### src/rtl/adxl362_spi_responder.sv
// ADXL362-style SPI responder: mode-0 SPI slave exposing ID registers,
// acceleration samples, a STATUS register and a small writable RAM window.
// Optional build macro ADXL_DRDY_INT_EN drives INT1 from DATA_READY gated by
// INTMAP1 bit 0 (RAM address 0x2A); without it INT1 is tied low.
`timescale 1ns/1ps

module adxl362_spi_responder #(
  parameter int SYNC_STAGES = 2
) (
  input  logic        Clock_100MHz,
  input  logic        Reset_n,
  input  logic        SCLK,
  input  logic        CS,
  input  logic        MOSI,
  output logic        MISO,
  input  logic        sample_valid,
  input  logic [11:0] x_data,
  input  logic [11:0] y_data,
  input  logic [11:0] z_data,
  output logic        INT1,
  output logic        cmd_error
);

  typedef enum logic [2:0] {IDLE, CMD, ADDR, DATA, IGNORE} stateT;

  stateT state_q, state_d;

  logic [SYNC_STAGES-1:0] sclkSync_q, csSync_q, mosiSync_q;
  logic [SYNC_STAGES:0]   flush_q;
  logic                   sclkPrev_q, csPrev_q, armed_q;
  logic                   sclkS, csS, mosiS, sclkRise, sclkFall, csFall;

  logic [2:0] bitCnt_q, bitCnt_d;
  logic [7:0] shiftIn_q, rxByte;
  logic       cmdErr_q, cmdErr_d;
  logic       cmdOk, addrLoad, byteDone;

  logic       isRead_q, loadNext_q, loaded_q;
  logic [7:0] ptr_q, curAddr_q, misoShift_q, rdData;
  logic       ramHit;
  logic [7:0] ram_q [0:14];

  logic [11:0] xReg_q, yReg_q, zReg_q, xPend_q, yPend_q, zPend_q;
  logic        pend_q, dataReady_q, sampleApply, drClear;

  assign sclkS  = sclkSync_q[SYNC_STAGES-1];
  assign csS    = csSync_q[SYNC_STAGES-1];
  assign mosiS  = mosiSync_q[SYNC_STAGES-1];
  assign sclkRise = sclkS & ~sclkPrev_q;
  assign sclkFall = ~sclkS & sclkPrev_q;
  // A falling CS only counts once the synchronizer has seen a real high level
  // after reset, so a CS held low across reset never starts a transfer.
  assign csFall = armed_q & csPrev_q & ~csS;

  assign rxByte = {shiftIn_q[6:0], mosiS};
  assign ramHit = (ptr_q >= 8'h20) && (ptr_q <= 8'h2E);

  // Input synchronizers, edge-detect history and post-reset arming of CS.
  always_ff @(posedge Clock_100MHz or negedge Reset_n) begin
    if (!Reset_n) begin
      sclkSync_q <= '0;
      csSync_q   <= '1;
      mosiSync_q <= '0;
      sclkPrev_q <= 1'b0;
      csPrev_q   <= 1'b1;
      flush_q    <= '0;
      armed_q    <= 1'b0;
    end else begin
      sclkSync_q <= {sclkSync_q[SYNC_STAGES-2:0], SCLK};
      csSync_q   <= {csSync_q[SYNC_STAGES-2:0], CS};
      mosiSync_q <= {mosiSync_q[SYNC_STAGES-2:0], MOSI};
      sclkPrev_q <= sclkS;
      csPrev_q   <= csS;
      flush_q    <= {flush_q[SYNC_STAGES-1:0], 1'b1};
      armed_q    <= armed_q | (flush_q[SYNC_STAGES] & csS);
    end
  end

  // FSM state, bit counter and the registered command-error pulse.
  always_ff @(posedge Clock_100MHz or negedge Reset_n) begin
    if (!Reset_n) begin
      state_q  <= IDLE;
      bitCnt_q <= '0;
      cmdErr_q <= 1'b0;
    end else begin
      state_q  <= state_d;
      bitCnt_q <= bitCnt_d;
      cmdErr_q <= cmdErr_d;
    end
  end

  // Next-state decode and per-byte strobes; CS high always returns to IDLE.
  always_comb begin
    state_d  = state_q;
    bitCnt_d = bitCnt_q;
    cmdErr_d = 1'b0;
    cmdOk    = 1'b0;
    addrLoad = 1'b0;
    byteDone = 1'b0;
    if (csS) begin
      state_d  = IDLE;
      bitCnt_d = '0;
    end else begin
      case (state_q)
        IDLE: begin
          if (csFall) begin
            state_d  = CMD;
            bitCnt_d = '0;
          end
        end
        CMD: begin
          if (sclkRise) begin
            bitCnt_d = bitCnt_q + 3'd1;
            if (bitCnt_q == 3'd7) begin
              if (rxByte == 8'h0A || rxByte == 8'h0B) begin
                state_d = ADDR;
                cmdOk   = 1'b1;
              end else begin
                state_d  = IGNORE;
                cmdErr_d = 1'b1;
              end
            end
          end
        end
        ADDR: begin
          if (sclkRise) begin
            bitCnt_d = bitCnt_q + 3'd1;
            if (bitCnt_q == 3'd7) begin
              state_d  = DATA;
              addrLoad = 1'b1;
            end
          end
        end
        DATA: begin
          if (sclkRise) begin
            bitCnt_d = bitCnt_q + 3'd1;
            if (bitCnt_q == 3'd7) byteDone = 1'b1;
          end
        end
        IGNORE: begin
          state_d = IGNORE;
        end
        default: state_d = IDLE;
      endcase
    end
  end

  // Read-side register map; unmapped addresses return zero.
  always_comb begin
    rdData = 8'h00;
    case (ptr_q)
      8'h00: rdData = 8'hAD;
      8'h01: rdData = 8'h1D;
      8'h02: rdData = 8'hF2;
      8'h03: rdData = 8'h01;
      8'h08: rdData = xReg_q[11:4];
      8'h09: rdData = yReg_q[11:4];
      8'h0A: rdData = zReg_q[11:4];
      8'h0B: rdData = {7'b0, dataReady_q};
      8'h0E: rdData = xReg_q[7:0];
      8'h0F: rdData = {{4{xReg_q[11]}}, xReg_q[11:8]};
      8'h10: rdData = yReg_q[7:0];
      8'h11: rdData = {{4{yReg_q[11]}}, yReg_q[11:8]};
      8'h12: rdData = zReg_q[7:0];
      8'h13: rdData = {{4{zReg_q[11]}}, zReg_q[11:8]};
      default: if (ramHit) rdData = ram_q[ptr_q[3:0]];
    endcase
  end

  // Transaction datapath: shift-in, pointer, RAM writes and the MISO shifter.
  always_ff @(posedge Clock_100MHz or negedge Reset_n) begin
    if (!Reset_n) begin
      shiftIn_q   <= '0;
      isRead_q    <= 1'b0;
      loadNext_q  <= 1'b0;
      loaded_q    <= 1'b0;
      ptr_q       <= '0;
      curAddr_q   <= '0;
      misoShift_q <= '0;
      for (int i = 0; i < 15; i++) ram_q[i] <= 8'h00;
    end else begin
      if (sclkRise) shiftIn_q <= rxByte;
      if (cmdOk) isRead_q <= rxByte[0];
      if (csS) begin
        loadNext_q  <= 1'b0;
        loaded_q    <= 1'b0;
        misoShift_q <= '0;
      end else if (addrLoad) begin
        ptr_q      <= rxByte;
        loadNext_q <= isRead_q;
      end else if (byteDone) begin
        if (isRead_q) begin
          loadNext_q <= 1'b1;
        end else begin
          if (ramHit) ram_q[ptr_q[3:0]] <= rxByte;
          ptr_q <= ptr_q + 8'd1;
        end
      end else if (sclkFall && state_q == DATA && isRead_q) begin
        if (loadNext_q) begin
          misoShift_q <= rdData;
          curAddr_q   <= ptr_q;
          loaded_q    <= 1'b1;
          loadNext_q  <= 1'b0;
          ptr_q       <= ptr_q + 8'd1;
        end else begin
          misoShift_q <= {misoShift_q[6:0], 1'b0};
        end
      end
    end
  end

  // Samples only land while CS is high; otherwise the newest one waits.
  assign sampleApply = (sample_valid | pend_q) & csS;
  assign drClear = byteDone & isRead_q & loaded_q &
                   ((curAddr_q == 8'h08) || (curAddr_q == 8'h0E));

  // Sample registers, pending sample holding and the DATA_READY flag.
  always_ff @(posedge Clock_100MHz or negedge Reset_n) begin
    if (!Reset_n) begin
      xReg_q      <= '0;
      yReg_q      <= '0;
      zReg_q      <= '0;
      xPend_q     <= '0;
      yPend_q     <= '0;
      zPend_q     <= '0;
      pend_q      <= 1'b0;
      dataReady_q <= 1'b0;
    end else begin
      if (sample_valid && csS) begin
        xReg_q <= x_data;
        yReg_q <= y_data;
        zReg_q <= z_data;
        pend_q <= 1'b0;
      end else if (sample_valid) begin
        xPend_q <= x_data;
        yPend_q <= y_data;
        zPend_q <= z_data;
        pend_q  <= 1'b1;
      end else if (pend_q && csS) begin
        xReg_q <= xPend_q;
        yReg_q <= yPend_q;
        zReg_q <= zPend_q;
        pend_q <= 1'b0;
      end
      if (sampleApply) dataReady_q <= 1'b1;
      else if (drClear) dataReady_q <= 1'b0;
    end
  end

  assign MISO      = ~CS & (state_q == DATA) & isRead_q & misoShift_q[7];
  assign cmd_error = cmdErr_q;

`ifdef ADXL_DRDY_INT_EN
  assign INT1 = dataReady_q & ram_q[4'd10][0];
`else
  assign INT1 = 1'b0;
`endif

endmodule

### config.mk
export PLATFORM = sky130hd
export DESIGN_NAME = adxl362_spi_responder
export DESIGN_NICKNAME = d
export VERILOG_FILES = /design/src/rtl/adxl362_spi_responder.sv
export SDC_FILE = /design/constraint.sdc
export NUM_CORES = 1
export LEC_CHECK = 0
export ABC_AREA = 1
export BUFFER_PORTS_ARGS = -buffer_cell sky130_fd_sc_hd__buf_2
export CORE_UTILIZATION = 62
export DETAILED_ROUTE_END_ITERATION = 16
export GPL_TIMING_DRIVEN = 0
export PLACE_DENSITY_LB_ADDON = 0.25
export SLEW_MARGIN = 20
export SYNTH_ARGS = -nofsm -noshare
export SYNTH_HDL_FRONTEND = slang
export SYNTH_SLANG_ARGS = --single-unit
### constraint.sdc
create_clock -name Clock_100MHz -period 3.2 [get_ports Clock_100MHz]
set_input_delay 0.64 -clock Clock_100MHz [delete_from_list [all_inputs] [get_ports Clock_100MHz]]
set_output_delay 0.64 -clock Clock_100MHz [all_outputs]
set_load 0.05 [all_outputs]
==> summary.txt <==
Place
  • Port Buffer Count: 42
  • HPWL Detailed: 22100 um
  • Place WS: -0.123 ns
  • Routability cong.: 0.919

CTS
  • Worst-path clk slew: 0.07 ns
  • Hold-fix buffers at CTS: 0
  • Clk root buf: clkbuf_16
  • Clock Latency Late Sink: 0.54 ns
  • Setup Fix Bufs, Post-CTS: 0
  • TritonCTS buffer count: 26
  • Clock Tree Buf Depth: 3
  • Clock tree from TritonCTS: built
  • H-tree Lvls: 1
  • CTS sink count: 247

Floorplan
  • Rows: 50
  • Die extent in y: 141 um
  • Initial Utilization: 0.638
  • Die ar.: 20000 um^2
  • CORE AREA: 18900 um^2
  • Die width: 141 um
  • Num ports: 45

Finish
  • FF/Latch Area: 6180 um^2
  • Antenna cells: 0
  • Layout cell share with drive strength beyond 1: 0.0895
  • Multi-input logic area: 4950 um^2
  • Final net count: 1650
  • Area added between synthesis and finish: 11.9%
  • Fill count: 1548

Critical path
  • Critical Path AT: 3.44 ns
  • CP bufs+invs: 2
  • CP peak stage delay: 0.56 ns
  • CP required: 3.66 ns
  • Worst setup EP type: register
  • Worst R2R Setup Slack: 0.21 ns
  • Crit path cell chain: clkbuf_1 -> inv_2 -> ha_1 -> nand3_1 -> nor2_1 -> nand2_1 -> nand2_1 -> nor2_1 -> nand3_1 -> nor2_1 -> nor2_1 -> nor2_1 -> nor2_1
  • Crit path max fanout: 20
  • Crit-path slowest cell: ha_1
  • Delay-heaviest family, CP: simple AND/OR/NAND/NOR gates
  • CP Class: reg2reg
  • Top cell by count, worst path: nor2_1
  • Startpoint Class: register

STA
  • Final Hold Fails: 0
  • Worst-Margin Slew: 0.731 ns
  • Final worst path period need: 2.99 ns
  • Fmax: 335 MHz
  • Relative slew slack: 0.513
  • Fin. max-slew vios: 0
  • Final setup TNS: 0 ns
  • Worst setup margin: 0.214 ns
  • Fin crit share: 0.933
  • Setup Skew: 0.0231 ns
  • RSZ-0062 raised after global routing: no
  • Count of final setup violators: 0
  • Final hold slack: 0.0191 ns

Logic synthesis
  • Post-synthesis async set-or-reset flop share: 1.00
  • Syn Nets: 1580
  • Ranking of synthesized cells by area: dfrtp_1 (51%), nand2_1 (15%), o21ai_0 (6.1%)
  • Avg Inst Size Synth: 7.86 um^2
  • Flops & latches, synth: 247
  • Top_reg_cell synth: dfrtp_1
  • Most common cell in the synthesized netlist: nand2_1
  • Post-Syn Instances: 1532
  • Post-synth EDFFs: 0
  • Yosys top cell area share: 0.507
  • Post-synth top area cell: dfrtp_1
  • Yosys cell types: 45
  • Yosys warning count: 0
  • Post-synth top cells: nand2_1 (482), dfrtp_1 (244), o21ai_0 (147)
  • Sequential area share after synthesis: 0.513
  • Mapped cell area: 12000 um^2

Power and ir drop
  • Total power: 0.00707 W
  • Clock power share: 0.426
  • Net Switching: 0.00181 W
  • Leakage power: 6.37 nW
  • Switch share: 0.256
  • Combinational power share: 0.088
  • Maximum vdd drop: 0.470 mV
  • Cell Int Power: 0.00526 W
  • Flop pwr share: 0.486
  • Cell Pwr Density: 525 nW/um^2

GRT
  • Initial antenna violation count: 0
  • First-pass GRT wire length: 52000 um
  • Global route overflow: 0
  • Largest net degree at the start of global routing: 103
  • Vias in the first global route: 9926
  • Tot GR Track Use: 0.333

Detailed routing
  • Via density: 5.71
  • Via Count: 10700
  • Avg WL per Cell: 17.0 um
  • Post-route DRC violation count: 0
  • Detailed-route wire length: 31900 um
  • DRT Pass-1 Iters: 6
  • Antenna Violating Nets Remaining: 0
  • Starting DRT DRC Count: 1127

Worst hold path
  • Type of the worst min-delay path: in2async

Status
  • Status: complete, no violations

Flow run
  • Max Cap Viol: 0
==> logic make-up after synthesis <==
kind of cell / Yosys count / synth area share
AOI/OAI and AO/OA: 307 / 0.134
xor gates and xnor gates: 5 / 0.00363
adders and majority gates: 6 / 0.00623
buffers and inverters: 203 / 0.0757
DFF: 247 / 0.513
muxes: 5 / 0.00467
other: 2 / 0.000623
and+or+nand+nor: 757 / 0.261
==> worst paths after layout <==
| check | end | from | cells after the start |
|---|---|---|---|
| setup / recovery | misoShift_q[4] | ptr_q[0] | 13 |
| hold / removal | ram_q[33] | Reset_n | 1 |
| setup reg to reg | misoShift_q[4] | ptr_q[0] | 13 |
| hold reg to reg | sclkSync_q[1] | sclkSync_q[0] | 0 |
| max in group asynchronous | csPrev_q | Reset_n | 2 |
| min in group Clock_100MHz | sclkSync_q[0] | SCLK | 1 |
==> routing by layer <==
metal / global-route usage / part of all wire / vias up / wire, um
li1: - / - / 5059 / -
met1: 0.509 / 0.44 / 5091 / 14200
met2: 0.491 / 0.44 / 500 / 14000
met3: 0.0489 / 0.088 / 88 / 2800
met4: 0.106 / 0.030 / 0 / 969
met5: 0 / 0 / - / 0
==> area by class of cell <==
| type | count | area share |
|---|---|---|
| timing repair buffer | 44 | 0.0204 |
| tap | 260 | 0.0241 |
| inverter | 124 | 0.0348 |
| clock buffer | 39 | 0.0557 |
| sequential | 247 | 0.459 |
| multi-input combinational | 1082 | 0.367 |
| buffer | 77 | 0.0326 |
| clock inverter | 8 | 0.00668 |
==> per-stage QoR <==
| step | std cells | util | instance area (um^2) |
|---|---|---|---|
| 2_1_floorplan | 1532 | - | 12000 |
| 3_3_place_gp | 1834 | 0.666 | 12600 |
| 3_5_place_dp | 1836 | 0.670 | 12600 |
| 4_1_cts | 1881 | 0.714 | 13500 |
| 5_1_grt | 1881 | 0.714 | 13500 |
| 6_report | 1881 | 0.714 | 13500 |
==> flip-flops by register name, summed over array words and instances, names as in the netlist, 2 cells and up <==
name	flops
sclkSync_q	2
yPend_q	12
flush_q	3
state_q	3
xPend_q	12
shiftIn_q	7
bitCnt_q	3
ptr_q	8
misoShift_q	8
zPend_q	12
xReg_q	12
yReg_q	12
ram_q	120
curAddr_q	8
csSync_q	2
mosiSync_q	2
zReg_q	12
==> placed cells by master (no fill, tap or decap), drive strengths merged <==
master    netlist  final
nand2         488    488
dfrtp         244    244
o21ai         195    195
nor2          141    141
inv           121    121
nand3         116    116
a21oi          88     88
clkbuf         48     85
buf            31     75
clkinv          3      8
o211ai          6      6
ha              6      6
o22ai           5      5
xor2            5      5
mux2            5      5
nor3            5      5
nand4           4      4
a31oi           4      4
dfstp           3      3
conb            2      2
bufinv          0      2
clkinvlp        0      1
nor4            1      1
a21o            1      1
and3            1      1
a22oi           1      1
o311a           1      1
a21boi          1      1
o221a           1      1
o21a            1      1
a211oi          1      1
o221ai          1      1
o41ai           1      1
or2             1      1
==> repair_timing <==
action / in CTS / in global routing
setup endpoints to repair: 6 / 8
gates cloned: 0 / 0
hold endpoints to repair: 0 / 0
gates resized for setup: 0 / 1
pin swaps: 0 / 0
==> power by group through the flow <==
stage | Clock (W) | Combinational (W) | Sequential [W]
final | 0.00301 | 0.000624 | 0.00344
after global routing | 0.00315 | 0.000705 | 0.00346
after floorplan | 0 | 0.000365 | 0.00345
after global placement | 0 | 0.000588 | 0.00348
after detailed placement | 0 | 0.000619 | 0.00349
after CTS | 0.00303 | 0.000623 | 0.00343
==> worst register-to-register path: stages (launching register included) <==
cell	delay, ns
dfrtp_1	0.41
clkbuf_1	0.22
inv_2	0.39
ha_1	0.56
nand3_1	0.17
nor2_1	0.47
nand2_1	0.10
nand2_1	0.12
nor2_1	0.05
nand3_1	0.11
nor2_1	0.05
nor2_1	0.15
nor2_1	0.05
nor2_1	0.08
No activity file was read; power rests on OpenSTA's default activity.
